$ cat src/rtl/rf_wb_arbiter.sv
`default_nettype none
// ============================================================================
// Module   : rf_wb_arbiter
// Purpose  : Shares the register file's single write port among three
//            writeback sources (0 = ALU, 1 = load unit, 2 = mul/div).
//            It grants one write per cycle using fixed priority, and it
//            promotes any requester that has stalled too long. Writes to $0
//            and overflow-flagged writes are suppressed. A pending-write
//            scoreboard lets issue logic detect RAW/WAW hazards.
// Ports    : CLK, RST_n (async, active-high reset)
//            req_valid/req_addr/req_data/req_ov  packed requests
//            req_ready   combinational one-hot-or-zero grant
//            rsv_valid/rsv_addr                  scoreboard reservation
//            rf_we/rf_waddr/rf_wdata             registered write port
//            pending     scoreboard bits, drop_cnt overflow drops
// Revision : 1.0  initial release
// ============================================================================
module rf_wb_arbiter #(
    parameter int AGE_LIMIT = 4,
    parameter int DW        = 32,
    parameter int AW        = 5
) (
    input  logic              CLK,
    input  logic              RST_n,
    input  logic [2:0]        req_valid,
    input  logic [3*AW-1:0]   req_addr,
    input  logic [3*DW-1:0]   req_data,
    input  logic [2:0]        req_ov,
    output logic [2:0]        req_ready,
    input  logic              rsv_valid,
    input  logic [AW-1:0]     rsv_addr,
    output logic              rf_we,
    output logic [AW-1:0]     rf_waddr,
    output logic [DW-1:0]     rf_wdata,
    output logic [31:0]       pending,
    output logic [7:0]        drop_cnt
);

    logic [2:0]    aged;
    logic [2:0]    gnt;
    logic          xfer;
    logic [AW-1:0] sel_addr;
    logic [DW-1:0] sel_data;
    logic          sel_ov;

    logic          rf_we_q;
    logic [AW-1:0] rf_waddr_q;
    logic [DW-1:0] rf_wdata_q;
    logic [31:0]   pending_q, pending_d;
    logic [7:0]    drop_q, drop_d;

    // Per-requester wait counters. A requester is "aged" once it has been
    // valid and stalled for AGE_LIMIT consecutive cycles.
    for (genvar i = 0; i < 3; i++) begin : g_wait
        logic [2:0] wait_q;

        always_ff @(posedge CLK or posedge RST_n) begin
            if (RST_n)
                wait_q <= 3'd0;
            else if (!req_valid[i] || gnt[i])
                wait_q <= 3'd0;
            else if (wait_q < 3'(AGE_LIMIT))
                wait_q <= wait_q + 3'd1;
        end

        assign aged[i] = req_valid[i] && (wait_q == 3'(AGE_LIMIT));
    end

    // Aged requesters take precedence over the plain fixed-priority order.
    always_comb begin
        gnt = 3'b000;
        if (|aged) begin
            if (aged[0])      gnt = 3'b001;
            else if (aged[1]) gnt = 3'b010;
            else              gnt = 3'b100;
        end else if (req_valid[0]) begin
            gnt = 3'b001;
        end else if (req_valid[1]) begin
            gnt = 3'b010;
        end else if (req_valid[2]) begin
            gnt = 3'b100;
        end
        if (RST_n)
            gnt = 3'b000;
    end

    assign req_ready = gnt;
    assign xfer      = |gnt;

    // gnt is one-hot or zero, so the last match is the only match.
    always_comb begin
        sel_addr = '0;
        sel_data = '0;
        sel_ov   = 1'b0;
        for (int i = 0; i < 3; i++) begin
            if (gnt[i]) begin
                sel_addr = req_addr[i*AW +: AW];
                sel_data = req_data[i*DW +: DW];
                sel_ov   = req_ov[i];
            end
        end
    end

    // The reserve is applied after the clear, so a same-edge reservation
    // for a newer instruction wins over the retiring write.
    always_comb begin
        pending_d = pending_q;
        for (int r = 1; r < 32; r++) begin
            if (xfer && (sel_addr == AW'(r)))
                pending_d[r] = 1'b0;
            if (rsv_valid && (rsv_addr == AW'(r)))
                pending_d[r] = 1'b1;
        end
        pending_d[0] = 1'b0;
    end

    // Writes to $0 are discarded silently and never counted as drops.
    always_comb begin
        drop_d = drop_q;
        if (xfer && sel_ov && (sel_addr != '0) && (drop_q != 8'hFF))
            drop_d = drop_q + 8'd1;
    end

    always_ff @(posedge CLK or posedge RST_n) begin
        if (RST_n) begin
            rf_we_q    <= 1'b0;
            rf_waddr_q <= '0;
            rf_wdata_q <= '0;
            pending_q  <= '0;
            drop_q     <= '0;
        end else begin
            pending_q <= pending_d;
            drop_q    <= drop_d;
            if (xfer) begin
                rf_we_q    <= (sel_addr != '0) && !sel_ov;
                rf_waddr_q <= sel_addr;
                rf_wdata_q <= sel_data;
            end else begin
                rf_we_q    <= 1'b0;
            end
        end
    end

    assign rf_we    = rf_we_q;
    assign rf_waddr = rf_waddr_q;
    assign rf_wdata = rf_wdata_q;
    assign pending  = pending_q;
    assign drop_cnt = drop_q;

endmodule
`default_nettype wire

$ cat config.mk
export PLATFORM = sky130hd
export DESIGN_NAME = rf_wb_arbiter
export DESIGN_NICKNAME = d
export VERILOG_FILES = /design/src/rtl/rf_wb_arbiter.sv
export SDC_FILE = /design/constraint.sdc
export NUM_CORES = 1
export LEC_CHECK = 0
export ABC_AREA = 1
export BUFFER_PORTS_ARGS = -buffer_cell sky130_fd_sc_hd__buf_4
export CAP_MARGIN = 20
export CORE_MARGIN = 1
export CORE_UTILIZATION = 51
export DETAILED_ROUTE_END_ITERATION = 6
export GPL_TIMING_DRIVEN = 0
export PLACE_DENSITY = 0.86
export SETUP_SLACK_MARGIN = 0.02
export SYNTH_ARGS = -nofsm -noshare
export SYNTH_HDL_FRONTEND = slang
export SYNTH_SLANG_ARGS = --single-unit
$ cat constraint.sdc
create_clock -name CLK -period 6.75 [get_ports CLK]
set_input_delay 1.35 -clock CLK [delete_from_list [all_inputs] [get_ports CLK]]
set_output_delay 1.35 -clock CLK [all_outputs]
set_load 0.03 [all_outputs]
# --- After elaboration in Yosys (flattened, before gate mapping) ---
# Cells that the tools add are included.
word_totals:
  regBits: 86
  out_inout_bits: 81
op_classes:
  addsub: 4
  magnitude_cmp: 3
  n_eq_ne: 66
  n_mux: 85
  n_reduce_logical: 113
op_table:
  columns: ["operator", "n"]
  rows:
  - ["5-bit == test (second input constant)", 32]
  - ["32-bit two-way mux", 3]
  - ["5-bit by 4-bit == test with 1-bit output (second input constant)", 16]
  - ["1-bit logical AND", 69]
  - ["2-bit nonzero test", 34]
  - ["1-bit two-way mux", 66]
  - ["5-bit by 3-bit == test with 1-bit output (second input constant)", 8]
  - ["3-bit two-way mux", 13]
  - ["5-bit by 2-bit == test with 1-bit output (second input constant)", 4]
  - ["5-bit two-way mux", 3]
  - ["5-bit by 1-bit == test with 1-bit output (second input constant)", 2]
  - ["3-bit by 1-bit adder with 3-bit output (second input constant)", 3]
  - ["3-bit == test (second input constant)", 3]
  - ["3-bit less-than comparator (second input constant)", 3]
  - ["8-bit by 1-bit adder with 8-bit output (second input constant)", 1]
  - ["8-bit inequality test (second input constant)", 1]
  - ["3-bit OR reduction", 2]
  - ["5-bit nonzero test", 1]
  - ["1-bit logical NOT", 4]
  - ["1-bit logical OR", 3]

# --- Logic depth before layout (Yosys ltp) ---
# Gate-level depths: netlist (run 1).
depth:
  depth_word: 13
  mapped_depth: 17
  depth_no_buf: 15

# --- Worst setup path before layout (run 1) ---
# OpenSTA, ideal clock, no wires.
synth_timing:
  path_type: "input to output"
  start: "input RST_n"
  end: "output req_ready[2]"
  t_arrival_ps: 4182
  required_ps: 5400
  setup_slack_ps: 1218
  stages: 5
  n_path_buf: 2
  path_cell_list: "inv_1 -> nand2_1 -> nor2_2 -> buf_4 -> clkbuf_1"
synth_between:
  elab_chain_cells: 1
synth_lines:
  columns: ["element", "line_no", "rtl"]
  rows:
  - ["start: declaration", "24", "input logic RST_n,"]
  - ["3-bit two-way mux", "83", "if (RST_n)"]
  - ["end: declaration", "29", "output logic [2:0] req_ready,"]
# Every way passes these cells.

# --- Worst setup path in the final report (run 1) ---
# Same ends and word-level chain as after synthesis.

==> metrics.md, run 1 <==
| Metric | Value |
|---|---|
| Outcome | `complete, no violations` |
| Post-detailed-route count of antenna-violating nets | `0` |
| Proportion of netlist area held by the largest area contributor | `47.8%` |
| Overall routing resource usage | `around a third` |
| Type of the worst min-delay path | `reg2reg` |
| Setup slack on the worst flop-to-flop path | `4.54 ns` |
| Final setup viols | `0` |
| Floorplan die area | `0.00922 sq mm` |
| Post-route fraction of the period consumed by the critical path | `68.4%` |
| Synth Instances | `approximately 600` |
| Category of the worst setup path launch point | `input port` |
| Count of synthesis-stage warnings from yosys | `0` |
| PD cells | `285 mW/mm^2` |
| Share of layout cells above drive strength 1 | `31.6%` |
| Diode insertion count for antenna repair | `0` |
| Vias in the first global route | `4,655` |
| First-pass GRT wire length | `around 22 mm` |
| Final min period | `4.61 ns` |
| Total global routing overflow | `0` |
| Clock transition at the register clock pins on the worst setup and hold paths after CTS | `0.09 ns` |
| Placer's final routability congestion estimate | `0.906` |
| Ports | `between 200 and 250` |
| Number of antenna violations at the first check in global routing | `0` |
| Post-cts gate resize count | `0` |
| # Max-Cap Violations | `0` |
| Unique cell type count in the Yosys netlist | `25` |
| Die boundary width | `96.0 um` |
| CTS HTree Levels | `3` |
| Per-cell via count in the routed design | `just over 5` |
| Post-layout nets | `952` |
| Data arrival time at the worst-slack endpoint | `between 3 and 4 ns` |
| Number of hold buffers added after cts | `0` |
| Power Total | `0.00183 W` |
| Int Pwr | `0.00111 W` |
| Fraction of power consumed by sequential logic | `38.7%` |
| Net switching fraction of the power | `39.1%` |
| Part of the total power dissipated in the clock network | `22.3%` |
| Pin count of the biggest net entering global routing | `51` |
| Post-Syn Area per Cell | `7.46 sq um` |
| Cell at the root of the clock tree | `clkbuf_8` |
| Number of CTS-inserted buffers | `9` |
| Area of the placeable core | `0.00838 sq mm` |
| Fmax achieved | `0.217 GHz` |
| Leakage dissipation | `3.39 nW` |
| Clock tree from TritonCTS | `yes` |
| Final TNS setup | `0 ns` |
| Number of storage elements in the synthesis netlist | `86` |
| Detailed Route Iter0 Violations | `202` |
| Final Hold Viols | `0` |
| Clock latency reported for the late side of the worst-skew pair | `0.35 ns` |
| Net switching power | `0.000715 W` |
| Launching instance or port of the critical path | `RST_n` |
| Sinks on the clock net | `86` |
| Pre-antenna DRT Iters | `4` |
| Post-detailed-route wirelength per cell | `roughly 16 um` |
| Top area cells in the synthesized netlist | `dfrtp_1, nand2_1, nand4_1` |
| Placed wire-length estimate after detailed placement | `11.4 mm` |
| DRC errors left | `0` |
| Number of rows created at floorplan | `33` |
| Height of the chip | `96.0 um` |
| Crit path max fanout | `50` |
| Reg-to-Reg Start | `g_wait[1].wait_q[0]` |
| Via Count | `just under 5,000` |
| Crit end category | `output pin` |
| Yosys top cell by area | `dfrtp_1` |
| Number of nets in the synthesized netlist | `736` |
| Logic gate share of total power | `39.0%` |
| Non-filler cells in the finished layout | `slightly above 900` |
| Peak supply drop | `0.186 mV` |
| Final Skew | `0.00887 ns` |
| Fin. max-slew vios | `0` |
| Number of buffers on the longest clock path | `2` |
| Cell count after placement | `914` |
| Reg2reg end | `pending[25]` |
| Final wirelength | `14.5 mm` |
| Crit Path Class | `in2out` |
| IO buf count | `204` |
| Post-CTS setup buffer count | `0` |
| RSZ-0062 raised after global routing | `false` |
| Growth of design area from synthesis to finish | `42.4%` |
| Worst endpoint required time | `between 5 and 6 ns` |
| Effective utilization at floorplan | `about 54%` |
| Headroom to the max-slew limit | `between 60% and 70%` |
| R2R depth | `13` |
| Post-synthesis instance area | `0.00451 sq mm` |
| Worst setup endpoint | `req_ready[2]` |
| Fraction of the yosys area taken by sequential cells | `47.8%` |
| Transition at the pin with the smallest max-transition slack | `0.516 ns` |
-- flip-flops by register name, indices dropped and copies added (netlist names) --
signal / cells
drop_cnt: 8
g_wait.wait_q: 9
pending: 31
rf_waddr: 5
rf_wdata: 32
rf_we: 1
-- per-stage QoR --
step | hold WS [ns] | area, sq um | util (%) | setup slack, ns
finish | 0.475 | 6420 | 76.6 | 2.14
global route | 0.511 | 6420 | 76.6 | 1.91
CTS | 0.483 | 6420 | 76.6 | 2.09
detailed placement | 0.461 | 6200 | 74.0 | 2.09
global placement | 0.460 | 6170 | 73.6 | 0.198
floorplan | 0.531 | 4510 | - | 1.22
-- kinds of logic (layout without fill, tap and decap cells) --
kind of cell               after synthesis  after routing  share of synthesized area (%)
buffers and inverters                   62            282                           6.02
AOI/OAI and AO/OA                       10             10                           1.11
DFF                                     86             86                           47.8
and+or+nand+nor                        434            434                           42.3
xor gates and xnor gates                 4              4                          0.777
other                                    1              1                         0.0832
adders and majority gates                7              7                           1.94
-- cells in the mapped netlist --
master	count
nand3_2	6
conb_1	1
nand3_1	15
inv_2	7
inv_1	34
buf_6	3
dfrtp_1	86
xnor2_1	1
a21oi_1	3
nand2_1	303
nand3_4	3
or2_2	2
buf_2	4
nor2_2	2
nand2_2	6
nor2_8	2
xor2_1	3
buf_4	3
ha_1	7
o21ai_0	7
clkbuf_1	11
nor2_1	46
nand4_1	44
nand2_4	1
nor3_1	4
-- worst min-delay path by stage --
| stage | from | end | slack [ns] | cells past startpoint |
|---|---|---|---|---|
| finish | pending[7] | pending[7] | 0.48 | 2 |
| global placement | pending[1] | pending[1] | 0.46 | 2 |
| floorplan | g_wait[2].wait_q[1] | g_wait[2].wait_q[1] | 0.53 | 2 |
| CTS | pending[7] | pending[7] | 0.48 | 2 |
| global route | pending[6] | pending[6] | 0.51 | 2 |
| detailed placement | pending[7] | pending[7] | 0.46 | 2 |
-- area by class of cell --
cell class | instances | area (sq um)
sequential | 86 | 2150
multi-input combinational | 456 | 2080
inverter | 41 | 156
fill | 635 | 1960
clock inverter | 5 | 82.6
buffer | 21 | 118
clock buffer | 10 | 138
timing repair buffer | 205 | 1560
tap | 105 | 131
-- power by group through the flow --
stage | sequential, W | combinational, W | clock (W)
finish | 0.000707 | 0.000714 | 0.000407
global route | 0.000720 | 0.000769 | 0.000429
CTS | 0.000706 | 0.000718 | 0.000410
detailed placement | 0.000716 | 0.000714 | 0
global placement | 0.000709 | 0.000698 | 0
floorplan | 0.000922 | 0.000190 | 0
-- metal layers --
layer | track usage [%] | up-vias | wire length [um]
li1 | - | 2333 | -
met4 | 11.7 | 0 | 348
met3 | 7.03 | 27 | 1070
met2 | 57.8 | 185 | 7220
met5 | 0 | - | 0
met1 | 37.1 | 2276 | 5820
-- layout by cell type (no fill, tap or decap), types with 3 or more instances in the layout --
cell / count
nand3_2: 6
nand3_4: 3
inv_1: 33
ha_1: 7
buf_6: 3
inv_2: 7
clkbuf_8: 10
xor2_1: 3
o21ai_0: 7
nor3_1: 4
clkbuf_1: 11
nand4_1: 44
dfrtp_1: 86
buf_4: 207
nand3_1: 15
a21oi_1: 3
nand2_2: 6
buf_2: 4
nand2_1: 303
nor2_1: 46
-- critical path, cell delays in order --
cell      delay [ns]
buf_4           0.13
inv_4           0.38
buf_16          0.31
nand2_1         0.10
nor2_2          0.17
buf_4           0.21
clkbuf_1        0.36
buf_4           0.24
(Power assumes the default switching activity.)
==> inputs of run 2 (changes only) <==
ABC_AREA = 0   (was 1)
CORE_UTILIZATION = 46   (was 51)
PLACE_DENSITY = 0.81   (was 0.86)
clock period = 4.4 ns   (was 6.75 ns; I/O delays follow)
==> metrics.md, run 2 <==
| Metric | Value |
|---|---|
| Outcome | `complete, no violations (unchanged)` |
| Share of async-settable or async-resettable flops after synthesis | `100% (unchanged)` |
| Post-detailed-route count of antenna-violating nets | `0 (unchanged)` |
| Post-layout worst setup margin | `0.783 ns (was 2.14 ns)` |
| Final wirelength | `12.7 mm (was 14.5 mm)` |
| Share of layout cells above drive strength 1 | `35.1% (was 31.6%)` |
| Overall routing resource usage | `27.5% (was 32.0%)` |
| CTS HTree Levels | `3 (unchanged)` |
| Reg-to-Reg Start | `g_wait[2].wait_q[0] (was g_wait[1].wait_q[0])` |
| Peak supply drop | `0.272 mV (was 0.186 mV)` |
| Fin. max-slew vios | `0 (unchanged)` |
| Top area cells in the synthesized netlist | `dfrtp_1, nor2_1, o22ai_1 (was dfrtp_1, nand2_1, nand4_1)` |
| Flip-flop count of the largest register after layout | `32 (unchanged)` |
| Post-route fraction of the period consumed by the critical path | `between 80% and 90%` |
| IO buf count | `203 (was 204)` |
| Critical path's slowest cell | `a222oi_1 (was inv_4)` |
| Data arrival time at the worst-slack endpoint | `3.85 ns (was 3.26 ns)` |
| # Max-Cap Violations | `0 (unchanged)` |
| Number of CTS-inserted buffers | `9 (unchanged)` |
| Dominant delay contributor by cell family on the critical path | `compound AO/OA/AOI/OAI gates (was buffers and inverters)` |
| Headroom to the max-slew limit | `7.70% (was 65.6%)` |
| Pin count of the biggest net entering global routing | `45 (was 51)` |
| RSZ-0062 raised after global routing | `false (unchanged)` |
| Floorplan die area | `0.00928 sq mm (was 0.00922 sq mm)` |
| Die boundary width | `96.4 um (was 96.0 um)` |
| Final setup viols | `0 (unchanged)` |
| Proportion of netlist area held by the largest area contributor | `52.6% (was 47.8%)` |
| Worst setup endpoint | `drop_cnt[1] (was req_ready[2])` |
| Cell at the root of the clock tree | `clkbuf_8 (unchanged)` |
| Total placed instance area | `0.00580 sq mm (was 0.00620 sq mm)` |
| Clock tree from TritonCTS | `yes (unchanged)` |
| Post-synthesis instance area | `0.00410 sq mm (was 0.00451 sq mm)` |
| Launching instance or port of the critical path | `RST_n (unchanged)` |
| Height of the chip | `96.4 um (was 96.0 um)` |
| Crit end category | `flip-flop (was output pin)` |
| Total global routing overflow | `0 (unchanged)` |
| Slowest cell delay on critical path | `1.18 ns (was 0.38 ns)` |
| Number of nets in the synthesized netlist | `580 (was 736)` |
| Crit-path cells | `buf_4 -> clkinvlp_4 -> buf_12 -> o2111ai_4 -> inv_4 -> a222oi_1 -> nand4_2 -> nand3_2 -> mux2_1 (was buf_4 -> inv_4 -> buf_16 -> nand2_1 -> nor2_2 -> buf_4 -> clkbuf_1 -> buf_4)` |
| Post-detailed-route wirelength per cell | `16.4 um (was 15.6 um)` |
| Final Hold Viols | `0 (unchanged)` |
| Logic depth of the worst path, buffers included | `9 (was 8)` |
| Crit Path Class | `in2reg (was in2out)` |
| Number of rows created at floorplan | `34 (was 33)` |
| Growth of design area from synthesis to finish | `48.2% (was 42.4%)` |
| Effective utilization at floorplan | `47.2% (was 53.8%)` |
| Worst slack after detailed placement | `0.375 ns (was 2.09 ns)` |
| Post-Syn Area per Cell | `9.14 sq um (was 7.46 sq um)` |
| Fmax achieved | `about 0.28 GHz` |
| PD cells | `477 mW/mm^2 (was 285 mW/mm^2)` |
| Diode insertion count for antenna repair | `0 (unchanged)` |
| Ports | `206 (unchanged)` |
| Vias in the first global route | `3,965 (was 4,655)` |
| Worst endpoint required time | `4.63 ns (was 5.40 ns)` |
| Final design area excluding fillers | `0.00607 sq mm (was 0.00642 sq mm)` |
| Category of the worst setup path launch point | `input port (unchanged)` |
| Post-layout nets | `796 (was 952)` |
| Number of buffers on the longest clock path | `2 (unchanged)` |
| Clock latency reported for the late side of the worst-skew pair | `0.34 ns (was 0.35 ns)` |
| Yosys top cell by area | `dfrtp_1 (unchanged)` |
| Leading cell type in the layout, fill and taps excluded | `buf_4 (was nand2_1)` |
| Unique cell type count in the Yosys netlist | `45 (was 25)` |
| Most instantiated library cell after synthesis | `dfrtp_1 (was nand2_1)` |
| Pre-antenna DRT Iters | `6 (was 4)` |
| Number of flops mapped to enable cells by yosys | `0 (unchanged)` |
| Most numerous cell types in the synthesized netlist | `dfrtp_1, nor2_1, nand2_1 (was nand2_1, dfrtp_1, nor2_1)` |
| Post-CTS setup buffer count | `0 (unchanged)` |
| Setup slack on the worst flop-to-flop path | `0.80 ns (was 4.54 ns)` |
| Most used cells in the layout excluding fill and tap cells | `buf_4, dfrtp_1, nor2_1 (was nand2_1, buf_4, dfrtp_1)` |
| Number of hold buffers added after cts | `0 (unchanged)` |
| Number of storage elements in the synthesis netlist | `86 (unchanged)` |
| Leakage dissipation | `2.89 nW (was 3.39 nW)` |
| Via Count | `4,189 (was 4,821)` |
| DRC errors left | `0 (unchanged)` |
| Buf+Inv Stages, Crit Path | `4 (was 6)` |
| Type of the worst min-delay path | `in2async (was reg2reg)` |
| Placed wire-length estimate after detailed placement | `9.87 mm (was 11.4 mm)` |
| Clock transition at the register clock pins on the worst setup and hold paths after CTS | `0.08 ns (was 0.09 ns)` |
| Number of antenna violations at the first check in global routing | `0 (unchanged)` |
| Sinks on the clock net | `86 (unchanged)` |
| Post-cts gate resize count | `0 (unchanged)` |
| Reg2reg end | `drop_cnt[1] (was pending[25])` |
| First-pass GRT wire length | `19.1 mm (was 22.1 mm)` |
| R2R depth | `9 (was 13)` |
| Fraction of the yosys area taken by sequential cells | `52.6% (was 47.8%)` |
| Placer's final routability congestion estimate | `0.917 (was 0.906)` |
| Area of the placeable core | `0.00868 sq mm (was 0.00838 sq mm)` |
| Synth Instances | `448 (was 604)` |
| Count of synthesis-stage warnings from yosys | `0 (unchanged)` |
| Crit path max fanout | `41 (was 50)` |
| Filler cells | `684 (was 635)` |
| Transition at the pin with the smallest max-transition slack | `1.38 ns (was 0.516 ns)` |
| Detailed Route Iter0 Violations | `187 (was 202)` |
| Ys flop type | `dfrtp_1 (unchanged)` |
| Final min period | `~3.6 ns` |
| Final Skew | `0.0101 ns (was 0.00887 ns)` |
| Per-cell via count in the routed design | `5.39 (was 5.19)` |
## run 2: cell types whose count changed in the layout (fill, tap and decap cells not counted), sizes merged, moves of 30 or more
| cell | previous run | this run |
|---|---|---|
| nand4 | 44 | 10 |
| nand2 | 310 | 42 |
| nor3 | 4 | 34 |
| o22ai | 0 | 32 |
| inv | 42 | 12 |
| nor2 | 50 | 84 |
| o21ai | 7 | 43 |
## run 2: layout make-up
| class | count | area, sq um | share of cell area (%) |
|---|---|---|---|
| flip-flops and latches | 86 | 2150 | 35.5 |
| multi-input cells | 332 | 1820 | 29.9 |
| repair buffers | 205 | 1560 | 25.8 |
| clock buffers | 10 | 138 | 2.27 |
| well taps | 108 | 135 | 2.23 |
| clock inverters | 6 | 133 | 2.19 |
| plain buffers | 17 | 72.6 | 1.20 |
| inverters | 13 | 57.6 | 0.948 |
## run 2: stage by stage
stage	power (W)	TNS (ns)	hold slack (ns)	std cells	util, %
global placement	0.00215	-38.61	0.464	759	66.3
finish	0.00289	0	0.437	777	69.9
detailed placement	0.00218	0	0.471	761	66.8
global route	0.00304	0	0.420	777	69.9
CTS	0.00291	0	0.418	777	69.9
floorplan	0.00170	0	0.516	448	-
## run 2: cells by family (layout without fill, tap and decap cells)
| kind of cell | after synthesis | count (layout) | share of synthesized area [%] |
|---|---|---|---|
| compound gates | 100 | 100 | 15.4 |
| xor+xnor | 9 | 9 | 1.92 |
| fa+ha+maj | 7 | 7 | 2.14 |
| buf+inv | 30 | 251 | 3.09 |
| flops | 86 | 86 | 52.6 |
| mux | 4 | 4 | 1.01 |
| other cells | 1 | 1 | 0.0916 |
| simple gates | 211 | 211 | 23.8 |
## run 2: worst register-to-register path: stages (launching register included)
cell and delay (ns):
dfrtp_1 0.41, inv_1 0.07, ha_1 0.21, a31oi_1 0.15
o2111ai_4 0.36, inv_4 0.11, a222oi_1 1.18, nand4_2 0.45
nand3_2 0.22, mux2_1 0.33
## run 2: metal layers
metal	global-route usage (%)	wire length, um	vias to the layer above
met1	31.4	4960	1990
met4	11.2	255	0
met5	0	0	-
met3	6.00	982	18
met2	49.6	6530	172
li1	-	-	2009
## run 2: how the worst min path moves through the flow
| stage | slack, ns | endpoint |
|---|---|---|
| finish | 0.44 | rf_wdata[7] |
| global route | 0.42 | rf_wdata[7] |
| CTS | 0.42 | rf_wdata[7] |
| detailed placement | 0.47 | rf_waddr[1] |
| global placement | 0.46 | rf_waddr[3] |
| floorplan | 0.52 | g_wait[0].wait_q[1] |
## run 2: power by group
| group | switching [W] | total [W] | internal [W] |
|---|---|---|---|
| Clock | 0.000278 | 0.000727 | 0.000449 |
| Combinational | 0.000655 | 0.00107 | 0.000419 |
| Sequential | 0.000126 | 0.00109 | 0.000967 |
